[src/rtl/vga_pkg.sv]
// vga_pkg: timing constants and lock-state encoding shared by the VGA timing
// generator and the receive-side sync decoder.
//   640x480@60 line/frame geometry (active, front porch, sync, back porch)
//   lock_state_e : lock FSM encoding used by vga_sync_decoder
package vga_pkg;

  localparam int H_ACTIVE_PX = 640;
  localparam int H_FP_PX     = 16;
  localparam int H_SYNC_PX   = 96;
  localparam int H_BP_PX     = 48;
  localparam int H_TOTAL_PX  = H_ACTIVE_PX + H_FP_PX + H_SYNC_PX + H_BP_PX;

  localparam int V_ACTIVE_LN = 480;
  localparam int V_FP_LN     = 10;
  localparam int V_SYNC_LN   = 2;
  localparam int V_BP_LN     = 33;
  localparam int V_TOTAL_LN  = V_ACTIVE_LN + V_FP_LN + V_SYNC_LN + V_BP_LN;

  localparam int CNT_W_DEF       = 12;
  localparam int LOCK_FRAMES_DEF = 2;

  typedef enum logic [1:0] {
    SEARCH  = 2'd0,
    ACQUIRE = 2'd1,
    LOCKED  = 2'd2
  } lock_state_e;

endpackage

[src/rtl/vga_sync_edge.sv]
// vga_sync_edge: pix_ce-gated sync sampler with polarity normalisation.
//   clk_i, reset_i : clock and synchronous active-high reset
//   pix_ce_i       : pixel-rate enable; only these cycles sample sync_i
//   sync_i         : raw sync from the video interface
//   level_o        : sync asserted in the current sample (pix_ce cycles only)
//   lead_o/trail_o : asserted/deasserted transition versus the previous sample
// All strobes are single-cycle and only ever high on a pix_ce cycle.
module vga_sync_edge #(
  parameter logic SYNC_POL = 1'b0
) (
  input  logic clk_i,
  input  logic reset_i,
  input  logic pix_ce_i,
  input  logic sync_i,
  output logic level_o,
  output logic lead_o,
  output logic trail_o
);

  logic asserted;
  logic prev_q;

  assign asserted = (sync_i == SYNC_POL);

  always_ff @(posedge clk_i) begin
    if (reset_i) begin
      prev_q <= 1'b0;
    end else if (pix_ce_i) begin
      prev_q <= asserted;
    end
  end

  assign level_o = pix_ce_i & asserted;
  assign lead_o  = pix_ce_i & asserted & ~prev_q;
  assign trail_o = pix_ce_i & ~asserted & prev_q;

endmodule

[src/rtl/vga_sync_decoder.sv]
// vga_sync_decoder: recovers pixel coordinates from hsync/vsync/active_video,
// measures line length, frame height and hsync width, and tracks lock.
//   clk, reset            : clock and synchronous active-high reset
//   pix_ce                : pixel-rate enable
//   hsync_in, vsync_in    : interface syncs (asserted level = SYNC_POL)
//   de_in                 : interface active_video
//   x_out, y_out, de_out  : recovered coordinates and window (0 outside window)
//   frame_start           : pulse on vsync leading edge
//   h_total_meas, v_total_meas, hsync_w_meas : last measurements
//   locked                : lock status
//   err_hlen, err_vlen    : pulse on line/frame length mismatch
//   err_de                : pulse when de_in disagrees with the recovered window
// Optional: define VGA_DE_CHECK_EN to enable the de_in cross-check; otherwise
// de_in is ignored and err_de is constant 0.
//
// Lock FSM:
//   state   | meaning
//   SEARCH  | no reference; waiting for a vsync leading edge
//   ACQUIRE | counting consecutive error-free frames
//   LOCKED  | LOCK_FRAMES good frames seen; window outputs enabled
module vga_sync_decoder
  import vga_pkg::*;
#(
  parameter int   H_TOTAL     = H_TOTAL_PX,
  parameter int   V_TOTAL     = V_TOTAL_LN,
  parameter int   H_SYNC_W    = H_SYNC_PX,
  parameter int   H_START     = H_SYNC_PX + H_BP_PX,
  parameter int   V_START     = V_SYNC_LN + V_BP_LN,
  parameter int   H_ACTIVE    = H_ACTIVE_PX,
  parameter int   V_ACTIVE    = V_ACTIVE_LN,
  parameter logic SYNC_POL    = 1'b0,
  parameter int   LOCK_FRAMES = LOCK_FRAMES_DEF,
  parameter int   CNT_W       = CNT_W_DEF
) (
  input  logic             clk,
  input  logic             reset,
  input  logic             pix_ce,
  input  logic             hsync_in,
  input  logic             vsync_in,
  input  logic             de_in,
  output logic [9:0]       x_out,
  output logic [9:0]       y_out,
  output logic             de_out,
  output logic             frame_start,
  output logic [CNT_W-1:0] h_total_meas,
  output logic [CNT_W-1:0] v_total_meas,
  output logic [CNT_W-1:0] hsync_w_meas,
  output logic             locked,
  output logic             err_hlen,
  output logic             err_vlen,
  output logic             err_de
);

  localparam int GOOD_W = $clog2(LOCK_FRAMES + 1);
  localparam logic [CNT_W-1:0] CNT_MAX    = '1;
  localparam logic [CNT_W-1:0] H_TOTAL_C  = CNT_W'(H_TOTAL);
  localparam logic [CNT_W-1:0] V_TOTAL_C  = CNT_W'(V_TOTAL);
  localparam logic [CNT_W-1:0] H_START_C  = CNT_W'(H_START);
  localparam logic [CNT_W-1:0] V_START_C  = CNT_W'(V_START);
  localparam logic [CNT_W-1:0] H_ACTIVE_C = CNT_W'(H_ACTIVE);
  localparam logic [CNT_W-1:0] V_ACTIVE_C = CNT_W'(V_ACTIVE);

  function automatic logic [CNT_W-1:0] sat_inc(input logic [CNT_W-1:0] v);
    return (v == CNT_MAX) ? v : v + CNT_W'(1);
  endfunction

  logic hs_level, hs_lead, hs_trail;
  logic vs_level, vs_lead, vs_trail;

  vga_sync_edge #(.SYNC_POL(SYNC_POL)) u_hs_edge (
    .clk_i(clk), .reset_i(reset), .pix_ce_i(pix_ce), .sync_i(hsync_in),
    .level_o(hs_level), .lead_o(hs_lead), .trail_o(hs_trail)
  );

  vga_sync_edge #(.SYNC_POL(SYNC_POL)) u_vs_edge (
    .clk_i(clk), .reset_i(reset), .pix_ce_i(pix_ce), .sync_i(vsync_in),
    .level_o(vs_level), .lead_o(vs_lead), .trail_o(vs_trail)
  );

  // Only the vsync leading edge matters; the nominal hsync width is reported
  // through the measurement, not judged.
  logic             unused_vs;
  logic [CNT_W-1:0] unused_hsw_nom;
  assign unused_vs      = vs_level ^ vs_trail;
  assign unused_hsw_nom = CNT_W'(H_SYNC_W);

  logic [CNT_W-1:0] hcnt_q, hcnt_d, vcnt_q, vcnt_d;
  logic [CNT_W-1:0] hmeas_q, hmeas_d, vmeas_q, vmeas_d;
  logic [CNT_W-1:0] hsw_q, hsw_d, hswm_q, hswm_d;
  lock_state_e      state_q, state_d;
  logic [GOOD_W-1:0] good_q, good_d, good_inc;
  logic             ferr_q, ferr_d;
  logic [CNT_W-1:0] hx, vy;
  logic             win, hlen_err, vlen_err, de_err, any_err, sat_hit;

  // Line close is applied before frame close so a coincident vsync edge sees
  // the line count including the line just finished.
  always_comb begin
    hcnt_d  = hcnt_q;
    vcnt_d  = vcnt_q;
    hmeas_d = hmeas_q;
    vmeas_d = vmeas_q;
    hsw_d   = hsw_q;
    hswm_d  = hswm_q;
    if (pix_ce) hcnt_d = sat_inc(hcnt_q);
    if (hs_lead) begin
      hmeas_d = sat_inc(hcnt_q);
      hcnt_d  = '0;
      vcnt_d  = sat_inc(vcnt_q);
    end
    if (vs_lead) begin
      vmeas_d = vcnt_d;
      vcnt_d  = '0;
    end
    if (hs_lead)       hsw_d = CNT_W'(1);
    else if (hs_level) hsw_d = sat_inc(hsw_q);
    if (hs_trail)      hswm_d = hsw_q;
  end

  // Unsigned wrap makes positions before the start offset compare as huge.
  assign hx  = hcnt_d - H_START_C;
  assign vy  = vcnt_d - V_START_C;
  assign win = (hx < H_ACTIVE_C) && (vy < V_ACTIVE_C);

  assign hlen_err = hs_lead && (hmeas_d != H_TOTAL_C) && (state_q != SEARCH);
  assign vlen_err = vs_lead && (vmeas_d != V_TOTAL_C) && (state_q != SEARCH);

`ifdef VGA_DE_CHECK_EN
  assign de_err = pix_ce && (state_q == LOCKED) && (de_in != win);
`else
  logic unused_de;
  assign unused_de = de_in;
  assign de_err    = 1'b0;
`endif

  assign any_err  = hlen_err | vlen_err | de_err;
  assign sat_hit  = (hcnt_q == CNT_MAX) || (vcnt_q == CNT_MAX);
  assign good_inc = good_q + GOOD_W'(1);

  always_comb begin
    state_d = state_q;
    good_d  = good_q;
    ferr_d  = ferr_q;
    unique case (state_q)
      SEARCH: begin
        if (vs_lead) begin
          state_d = ACQUIRE;
          good_d  = '0;
          ferr_d  = 1'b0;
        end
      end
      ACQUIRE: begin
        if (vs_lead) begin
          ferr_d = 1'b0;
          if (ferr_q || any_err) begin
            good_d = '0;
          end else begin
            good_d = good_inc;
            if (good_inc == GOOD_W'(LOCK_FRAMES)) state_d = LOCKED;
          end
        end else if (any_err) begin
          ferr_d = 1'b1;
        end
      end
      LOCKED: begin
        if (any_err) state_d = SEARCH;
      end
      default: state_d = SEARCH;
    endcase
    if (sat_hit) state_d = SEARCH;
  end

  always_ff @(posedge clk) begin
    if (reset) begin
      hcnt_q       <= '0;
      vcnt_q       <= '0;
      hmeas_q      <= '0;
      vmeas_q      <= '0;
      hsw_q        <= '0;
      hswm_q       <= '0;
      state_q      <= SEARCH;
      good_q       <= '0;
      ferr_q       <= 1'b0;
      x_out        <= '0;
      y_out        <= '0;
      de_out       <= 1'b0;
      frame_start  <= 1'b0;
      locked       <= 1'b0;
      err_hlen     <= 1'b0;
      err_vlen     <= 1'b0;
      err_de       <= 1'b0;
    end else begin
      hcnt_q       <= hcnt_d;
      vcnt_q       <= vcnt_d;
      hmeas_q      <= hmeas_d;
      vmeas_q      <= vmeas_d;
      hsw_q        <= hsw_d;
      hswm_q       <= hswm_d;
      state_q      <= state_d;
      good_q       <= good_d;
      ferr_q       <= ferr_d;
      de_out       <= (state_d == LOCKED) && win;
      x_out        <= ((state_d == LOCKED) && win) ? hx[9:0] : 10'd0;
      y_out        <= ((state_d == LOCKED) && win) ? vy[9:0] : 10'd0;
      frame_start  <= vs_lead;
      locked       <= (state_d == LOCKED);
      err_hlen     <= hlen_err;
      err_vlen     <= vlen_err;
      err_de       <= de_err;
    end
  end

  assign h_total_meas = hmeas_q;
  assign v_total_meas = vmeas_q;
  assign hsync_w_meas = hswm_q;

endmodule

[config.mk]
export PLATFORM = sky130hd
export DESIGN_NAME = vga_sync_decoder
export DESIGN_NICKNAME = d
export VERILOG_FILES = /design/src/rtl/vga_pkg.sv /design/src/rtl/vga_sync_edge.sv /design/src/rtl/vga_sync_decoder.sv
export SDC_FILE = /design/constraint.sdc
export NUM_CORES = 1
export LEC_CHECK = 0
export CORE_MARGIN = 4
export CORE_UTILIZATION = 45
export DETAILED_ROUTE_END_ITERATION = 8
export GPL_TIMING_DRIVEN = 0
export HOLD_SLACK_MARGIN = 0.12
export PLACE_DENSITY = 0.67
export SLEW_MARGIN = 10
export SYNTH_ARGS = -nofsm -noshare
export SYNTH_HDL_FRONTEND = slang
export SYNTH_SLANG_ARGS = --single-unit
[constraint.sdc]
create_clock -name clk -period 4.3 [get_ports clk]
set_input_delay 1.075 -clock clk [delete_from_list [all_inputs] [get_ports clk]]
set_output_delay 1.075 -clock clk [all_outputs]
set_load 0.01 [all_outputs]
* Word level (Yosys, flattened, before mapping)
Cells that the tools add are included.
W data, S select, Z words.
** Word-level totals
- Flip-flop bits (word level) :: 104
- Input bits :: 6
- Output and inout bits :: 62
- Logic and storage cells :: 97
** Operators by class
- Add/sub/neg operators :: 6
- $lt $le $gt $ge :: 2
- Eq/ne operators :: 13
- Mux-type cells :: 26
- Bitwise logic cells :: 13
- Reduce and logical (&&, ||, !) cells :: 18
** Operators with widths (number)
- $mux W12 :: 8
- $add A12 B1 Y12 const B :: 3
- $eq A12 B12 Y1 const B :: 3
- $ne A12 B10 Y1 const B :: 2
- $mux W2 :: 9
- $lt A12 B10 Y1 const B :: 1
- $lt A12 B9 Y1 const B :: 1
- $sub A12 B6 Y12 const B :: 1
- $sub A12 B8 Y12 const B :: 1
- $and A1 B1 Y1 :: 6
- $eq A2 B2 Y1 const B :: 3
- $logic_and A1 B1 Y1 :: 6
- $mux W1 :: 6
- $ne A2 B2 Y1 const B :: 3
- $not A1 Y1 :: 6
- $pmux W2 S3 :: 1
- $reduce_and A3 Y1 :: 2
- $reduce_bool A2 Y1 :: 3
- $pmux W2 S2 :: 1
- $reduce_and A2 Y1 :: 2
- $reduce_or A2 Y1 :: 2
- $ne A3 B3 Y1 const B :: 1
- $add A2 B1 Y2 const B :: 1
- $eq A2 B1 Y1 const B :: 1
- 4 further kinds :: 5

* Longest topological paths before layout
Gate-level depths: netlist of run 1.
- Word-level depth :: 18
- Depth in mapped cells :: 13
- Depth with buffers taken out :: 11

* By module
A second synthesis of run 1 with hierarchy kept.
** Unflattened totals
- Cells, all modules :: 607
- Area total of the unflattened synthesis :: 5265.0 µm²
** Modules (own cells, without submodules)
- vga_sync_decoder :: times used 1, cells an instance 595, area each 5142.4 µm², seq. area each 2042.0 µm²
- vga_sync_edge :: times used 2, cells an instance 6, area each 61.3 µm², seq. area each 20.0 µm²

* Least setup slack after synthesis of run 1
No wires, ideal clock.
- Path type :: input to register
- Start :: input port hsync_in
- End :: register y_out[8]
- Setup time :: 0.103 ns
- Data arrival time :: 3.754 ns
- Setup slack :: 0.443 ns
- Stages :: 13
- Buffers on the path :: 3
- Path through :: buf_6 -> or3b_1 -> buf_2 -> a41o_1 -> xor2_1 -> nor2_1 -> ha_1 -> nor3_1 -> nor2_1 -> a22oi_1 -> o211ai_1 -> buf_2 -> a2111oi_2
** RTL lines
- from (decl) :: RTL line vga_sync_decoder.sv:38 : input logic hsync_in,
- $not A1 Y1 * :: RTL line vga_sync_edge.sv:23 : assign asserted = (sync_i == SYNC_POL);
- $and A1 B1 Y1 * (2 in series) :: RTL line vga_sync_edge.sv:34 : assign lead_o = pix_ce_i & asserted & ~prev_q;
- $mux W12 * :: RTL line vga_sync_decoder.sv:106 : if (hs_lead) begin
- $mux W12 * :: RTL line vga_sync_decoder.sv:111 : if (vs_lead) begin
- via vcnt_d[0] :: RTL line vga_sync_decoder.sv:87 : logic [CNT_W-1:0] hcnt_q, hcnt_d, vcnt_q, vcnt_d;
- $sub A12 B6 Y12 * :: RTL line vga_sync_decoder.sv:122 : assign vy = vcnt_d - V_START_C;
- $lt A12 B9 Y1 :: RTL line vga_sync_decoder.sv:123 : assign win = (hx < H_ACTIVE_C) && (vy < V_ACTIVE_C);
- $logic_and A1 B1 Y1 :: RTL line vga_sync_decoder.sv:123
- $logic_and A1 B1 Y1 :: RTL line vga_sync_decoder.sv:204 : y_out <= ((state_d == LOCKED) && win) ? vy[9:0] : 10'd0;
- $not A1 Y1 (no line)
- $reduce_or A2 Y1 (no line)
- to (signal assigned) :: RTL line vga_sync_decoder.sv:204
- to (decl) :: RTL line vga_sync_decoder.sv:42 : output logic [9:0] y_out,
The timed path passes the listed nets; every way through them passes the cells marked *.
A chain may end at the register's enable or synchronous reset.

* Final worst setup path of run 1
- Start :: input port pix_ce
- End :: register y_out[8]
** RTL lines
- from (decl) :: RTL line vga_sync_decoder.sv:37 : input logic pix_ce,
- $and A1 B1 Y1 (2 in series) :: RTL line vga_sync_edge.sv:34
- $mux W12 :: RTL line vga_sync_decoder.sv:106
- $mux W12 * :: RTL line vga_sync_decoder.sv:111
- via vcnt_d[0] :: RTL line vga_sync_decoder.sv:87
- $sub A12 B6 Y12 * :: RTL line vga_sync_decoder.sv:122
- $lt A12 B9 Y1 :: RTL line vga_sync_decoder.sv:123
- $logic_and A1 B1 Y1 :: RTL line vga_sync_decoder.sv:123
- $logic_and A1 B1 Y1 :: RTL line vga_sync_decoder.sv:204
- $not A1 Y1 (no line)
- $reduce_or A2 Y1 (no line)
Marks and branches as above.

==> results of run 1 <==
==> cell usage after synthesis (all sizes together), types with 6 or more instances <==
library cell  number  share of area
xor2              13          0.022
o211ai             8          0.011
clkbuf            19          0.014
nand2             77          0.055
and4               9          0.015
nor2b              7         0.0083
a21oi             30          0.029
ha                 6          0.014
o21ai             16          0.017
a211oi            10          0.014
and2               6         0.0071
nor4              16          0.034
xnor2             15          0.025
nand3             18          0.020
mux2i              7          0.016
nand4             16          0.025
nor2              77          0.055
and3               6         0.0071
buf               22          0.028
dfxtp            104           0.40
inv               10         0.0071
nor3              25          0.025
o21a               6         0.0086
==> sequential cells by signal, summed over array words and instances, names as in the netlist, 2 cells and up <==
register / flops
hsw_q: 12
y_out: 10
v_total_meas: 12
good_q: 2
state_q: 2
vcnt_q: 12
h_total_meas: 12
x_out: 10
hcnt_q: 12
hsync_w_meas: 12
==> worst max-delay path, delay by kind of cell <==
family,cells,cell delay (ns)
AND/OR/NAND/NOR,4,0.84
XOR/XNOR,1,0.19
adder cells (fa/ha/maj),1,0.30
AO/OA/AOI/OAI,3,0.79
multiplexers,1,0.22
buffers and inverters,3,0.95
==> through the flow <==
| step | power [mW] | instances | instance area [um2] |
|---|---|---|---|
| 2_1_floorplan | 1.09 | 611 | 5270 |
| 3_3_place_gp | 1.14 | 818 | 6080 |
| 3_5_place_dp | 1.14 | 818 | 6080 |
| 4_1_cts | 1.90 | 832 | 6360 |
| 5_1_grt | 1.96 | 837 | 6450 |
| 6_report | 1.89 | 837 | 6450 |
==> how the worst max path moves through the flow <==
stage / endpoint / slack, ns / depth (start not counted)
6_report: y_out[8]$_SDFF_PP0_ / 0.17 / 13
5_1_grt: y_out[8]$_SDFF_PP0_ / -0.003 / 13
4_1_cts: y_out[8]$_SDFF_PP0_ / 0.004 / 13
3_5_place_dp: y_out[8]$_SDFF_PP0_ / -0.68 / 13
3_3_place_gp: y_out[3]$_SDFF_PP0_ / -0.67 / 13
2_1_floorplan: y_out[8]$_SDFF_PP0_ / 0.44 / 13
==> per-layer routing <==
layer | share of wire | routed length [um] | global-route usage | vias up
met1 | 0.46 | 6620 | 0.303 | 2241
met5 | 0 | 0 | 0 | -
met3 | 0.059 | 860 | 0.0518 | 24
met2 | 0.47 | 6740 | 0.342 | 144
met4 | 0.019 | 268 | 0.0688 | 0
li1 | - | - | - | 2363
==> logic make-up (layout without fill, tap and decap cells) <==
logic type               Yosys count  in the layout  synth area share
AO/OA/AOI/OAI                    123            123             0.171
adder cells (fa/ha/maj)            6              6            0.0143
AND/OR/NAND/NOR                  288            288             0.303
XOR/XNOR                          28             28            0.0466
flip-flops                       104            104             0.396
multiplexers                       9              9            0.0200
other                              1              2          0.000713
buffers and inverters             51            134            0.0485
==> cell type report <==
class	count	area [um2]
Fill cell	1098	4970
Tap cell	143	179
Sequential cell	104	2080
Multi-Input combinational cell	456	3000
Buffer	39	214
Inverter	10	37.5
Timing Repair Buffer	69	678
Clock buffer	11	233
Clock inverter	5	31.3
==> report_power, final <==
part | total (mW) | leakage, nW | switching, mW | internal [mW]
clock network | 0.763 | 0.130 | 0.370 | 0.392
logic | 0.138 | 1.23 | 0.0838 | 0.0541
registers | 0.989 | 0.841 | 0.0129 | 0.976
==> what timing repair did <==
| action | CTS | global route |
|---|---|---|
| buffers inserted | 0 | 5 |
| gates cloned | 0 | 0 |
| endpoints found under the setup margin | 20 | 20 |
| gates resized for setup | 6 | 11 |
==> flow_summary.json, run 1 <==
{
  "cp_max_fo": 10,
  "die_w_um": 116,
  "r2r-end": "y_out[5]$_SDFF_PP0_",
  "fin_util": 0.565,
  "worst-setup-path-type": "in2reg",
  "cts-hold-fix-buffers": 0,
  "slowest_delay_ns": 0.52,
  "worstHoldEndpoint": "v_total_meas[6]$_SDFF_PP0_",
  "final.min_clock_period_ns": 4.13,
  "synth_seq_cells": 104,
  "grt_use_total": 0.220,
  "hold_depth": 2,
  "synth_ff_type": "dfxtp_1",
  "reg2reg_from": "vcnt_q[0]$_SDFF_PP0_",
  "clock_latency_ns": 0.36,
  "clock_skew_ns": 0.00917,
  "drt_pass1_iterations": 5,
  "drtIter0Drc": 320,
  "crit_chain": "clkdlybuf4s50_1 -> or3b_1 -> buf_2 -> a41o_1 -> xor2_2 -> nor2_2 -> ha_2 -> nor3_4 -> nor2_2 -> mux2i_1 -> o211ai_1 -> buf_2 -> a2111oi_2",
  "hold_class": "reg2reg",
  "die_height_um": 116,
  "r2r_cells": 11,
  "wl_per_cell_um": 17.3,
  "fin_tns_setup_ns": 0,
  "dp_hpwl_um": 10700,
  "clk_pin_slew_ns": 0.06,
  "numCtsBuffers": 9,
  "die_area_um2": 13500,
  "cts_sinks": 104,
  "grt_max_degree": 20,
  "fin_ws_ns": 0.169,
  "antenna_found_initial": 0,
  "yosysSeqAreaShare": 0.396,
  "final_hold_viol_count": 0,
  "nNetsFinal": 701,
  "cts_tree": "yes",
  "r2r_slack_ns": 0.64,
  "fp.coreArea_um2": 11400,
  "relSlewSlack": 0.301,
  "io_buffers": 64,
  "vias_per_cell": 5.70,
  "start_kind": "input pin",
  "start_util": 0.461,
  "async_reset_ff_frac": 0,
  "hp-start": "v_total_meas[6]$_SDFF_PP0_",
  "grt_pass1_vias": 4482,
  "grt_pass1_wl_um": 23100,
  "layout_commonest_cell": "dfxtp_1",
  "boundaryPins": 68,
  "avgSynthCellArea_um2": 8.63,
  "outcome": "completed",
  "area_growth_pct": 22.6,
  "setup_viol": 0,
  "final_cell_mix": "dfxtp_1 (104), nand2_1 (77), nor2_1 (75)",
  "cts_max_path_buffers": 2,
  "power.density_nw_per_um2": 293,
  "synth_area_um2": 5260,
  "routed_wirelength_um": 14500,
  "antenna_left": 0,
  "critPathRequiredTime_ns": 4.55,
  "overflow": 0,
  "row_count": 39,
  "cp.arrival_ns": 4.38,
  "synth_edf_count": 0,
  "cap_violations": 0,
  "cp_slowest_cell": "clkdlybuf4s50_1",
  "fin_crit_sh": 0.961,
  "antenna_cells": 0,
  "dp_slack_ns": -0.684,
  "place_congestion": 0.910,
  "layout-drive-gt1-share": 0.128,
  "whs_ns": 0.456,
  "crit_start": "pix_ce",
  "synth_cells": 610,
  "end_kind": "flip-flop",
  "drc": 0,
  "vias": 4772,
  "synth_cell_types": 78,
  "peakVddDrop_mv": 0.239,
  "fmax_ghz": 0.242,
  "finalMaxSlewViolations": 0,
  "worst-slew-pin-transition_ns": 1.03,
  "ys_warn_count": 0,
  "cts.htree.levels": 3,
  "cts_root_buffer": "clkbuf_16",
  "power_leakage_nw": 2.20
}
Power figures use the tool's default switching activity.
==> run 2, diff against run 1 <==
--- a/config.mk
+++ b/config.mk
@@ -11,6 +11,7 @@
 export GPL_TIMING_DRIVEN = 0
 export HOLD_SLACK_MARGIN = 0.12
 export PLACE_DENSITY = 0.67
+export REMOVE_ABC_BUFFERS = 1
 export SLEW_MARGIN = 10
 export SYNTH_ARGS = -nofsm -noshare
 export SYNTH_HDL_FRONTEND = slang
==> constraint.sdc (replaced) <==
create_clock -name clk -period 4.95 [get_ports clk]
set_input_delay 1.2375 -clock clk [delete_from_list [all_inputs] [get_ports clk]]
set_output_delay 1.2375 -clock clk [all_outputs]
set_load 0.01 [all_outputs]
==> run 2 against run 1 <==
  * Sequential share of layout area increased by 1.0 points
  * Highest routed layer unchanged
  * Largest power group unchanged
  * Cell count decreased by 4.4%
  * Global-route usage decreased by 2.9 points
  * Combinational power decreased by 24%
  * Sequential cell count unchanged
  * Critical path type unchanged
  * Clock skew increased by 0.0017 ns
  * Core utilization decreased by 1.7 points
  * Wire length decreased by 12%
  * First-iteration DRC count decreased by 6.9%
  * Via count decreased by 2.8%
  * Worst hold slack about the same
  * Clock-buffer cell count decreased by 1
  * Largest cell class unchanged
==> flow_summary.json, run 2 (synthesized netlist as in run 1, its figures left out) <==
{
  "hold_class": "reg2reg",
  "critPathRequiredTime_ns": 5.21,
  "r2r-end": "x_out[0]$_SDFF_PP0_",
  "r2r_cells": 13,
  "drc": 0,
  "worst-slew-pin-transition_ns": 1.06,
  "cp.arrival_ns": 4.79,
  "dp_hpwl_um": 8880,
  "final.min_clock_period_ns": 4.53,
  "fin_tns_setup_ns": 0,
  "cap_violations": 0,
  "cp_slowest_cell": "or3b_4",
  "routed_wirelength_um": 12700,
  "layout-drive-gt1-share": 0.0974,
  "worst-setup-path-type": "in2reg",
  "finalMaxSlewViolations": 0,
  "vias": 4638,
  "multi_input_area_um2": 2960,
  "outcome": "completed",
  "nFillCells": 1093,
  "grt_pass1_wl_um": 20800,
  "fin_ws_ns": 0.421,
  "cp_max_fo": 22,
  "antenna_found_initial": 0,
  "cts-hold-fix-buffers": 0,
  "antenna_cells": 0,
  "layout_commonest_cell": "dfxtp_1",
  "peakVddDrop_mv": 0.272,
  "slowest_delay_ns": 0.54,
  "whs_ns": 0.455,
  "power_leakage_nw": 2.10,
  "postPlaceCellArea_um2": 5940,
  "nNetsFinal": 664,
  "cts_tree": "yes",
  "hold_depth": 2,
  "die_area_um2": 13500,
  "drtIter0Drc": 298,
  "cts_root_buffer": "clkbuf_16",
  "register_area_um2": 2080,
  "numCtsBuffers": 9,
  "cts_sinks": 104,
  "dp_slack_ns": -1.41,
  "fmax_ghz": 0.221,
  "place_inst": 782,
  "antenna_left": 0,
  "clock_skew_ns": 0.0109,
  "hp-start": "hsync_w_meas[10]$_SDFFE_PP0P_",
  "wl_per_cell_um": 15.9,
  "final_cell_mix": "dfxtp_1 (104), nor2_1 (77), nand2_1 (77)",
  "fin_crit_sh": 0.915,
  "end_kind": "flip-flop",
  "rsz0062_at_grt": "false",
  "drt_pass1_iterations": 5,
  "start_util": 0.461,
  "fin_util": 0.548,
  "relSlewSlack": 0.295,
  "start_kind": "input pin",
  "die_w_um": 116,
  "final_design_area_no_fill_um2": 6250,
  "reg2reg_from": "vcnt_q[0]$_SDFF_PP0_",
  "p_total_mw": 1.64,
  "grt_max_degree": 32,
  "clk_pin_slew_ns": 0.08,
  "setup_viol": 0,
  "boundaryPins": 68,
  "r2r_slack_ns": 1.12,
  "grt_use_total": 0.191,
  "overflow": 0,
  "worstHoldEndpoint": "hsync_w_meas[10]$_SDFFE_PP0P_",
  "cts_max_path_buffers": 2,
  "power.density_nw_per_um2": 263,
  "vias_per_cell": 5.80,
  "grt_pass1_vias": 4295,
  "place_congestion": 0.935,
  "die_height_um": 116,
  "cts.htree.levels": 3,
  "area_growth_pct": 18.9,
  "final_hold_viol_count": 0,
  "crit_chain": "clkdlybuf4s15_2 -> or3b_4 -> a41o_1 -> xor2_1 -> nor2_1 -> ha_1 -> nor3_2 -> nor2_1 -> a22oi_1 -> o211ai_1 -> buf_6 -> buf_4 -> nor4_2",
  "io_buffers": 65,
  "row_count": 39,
  "fp.coreArea_um2": 11400,
  "crit_path_frequent_cell": "nor2_1",
  "clock_latency_ns": 0.35,
  "instances_no_fill": 800
}
## run 2: cell count changes in the layout (fill, tap and decap cells not counted), moves of 2 or more
cell / before / now
nor2_2: 2 / 0
nor2_1: 75 / 77
buf_4: 8 / 2
clkinv_4: 0 / 2
clkdlybuf4s50_1: 64 / 62
buf_6: 5 / 1
clkinv_2: 3 / 0
clkbuf_1: 17 / 1
clkbuf_2: 2 / 0
buf_2: 13 / 1
## run 2: worst max-delay path by stage
| stage | slack, ns | endpoint | from | depth (start not counted) |
|---|---|---|---|---|
| after floorplan | -0.07 | y_out[8]$_SDFF_PP0_ | hsync_in | 10 |
| after global placement | -2.18 | x_out[8]$_SDFF_PP0_ | pix_ce | 8 |
| after detailed placement | -1.41 | x_out[0]$_SDFF_PP0_ | pix_ce | 13 |
| after CTS | 0.13 | x_out[0]$_SDFF_PP0_ | hsync_in | 13 |
| after global routing | 0.21 | y_out[7]$_SDFF_PP0_ | pix_ce | 12 |
| final | 0.42 | x_out[0]$_SDFF_PP0_ | pix_ce | 13 |
## run 2: critical path, delay by kind of cell
| family | cells | cell delay [ns] |
|---|---|---|
| AO/OA/AOI/OAI | 3 | 0.75 |
| AND/OR/NAND/NOR | 5 | 1.37 |
| XOR/XNOR | 1 | 0.28 |
| buffers and inverters | 3 | 0.78 |
| adder cells (fa/ha/maj) | 1 | 0.36 |
## run 2: routing by layer
metal	wire [um]	track usage	up-vias
li1	-	-	2298
met1	5710	0.245	2177
met2	6080	0.317	145
met3	695	0.0477	18
met4	211	0.0603	0
met5	0	0	-
## run 2: layout make-up
class / count / area share
sequential: 104 / 0.333
multi-input combinational: 457 / 0.473
inverter: 10 / 0.00600
clock buffer: 10 / 0.0366
timing repair buffer: 70 / 0.115
clock inverter: 6 / 0.00840
tap: 143 / 0.0286
## run 2: power by group
| group | leakage [nW] | internal (mW) | switching (mW) |
|---|---|---|---|
| combinational | 1.12 | 0.0418 | 0.0631 |
| sequential | 0.841 | 0.848 | 0.0117 |
| clock | 0.131 | 0.349 | 0.330 |
## run 2: timing repair
item,in CTS,in global routing
setup endpoints to repair,20,11
cloned,0,1
pin swaps,1,1
buffers inserted,1,0
resized for setup,6,3
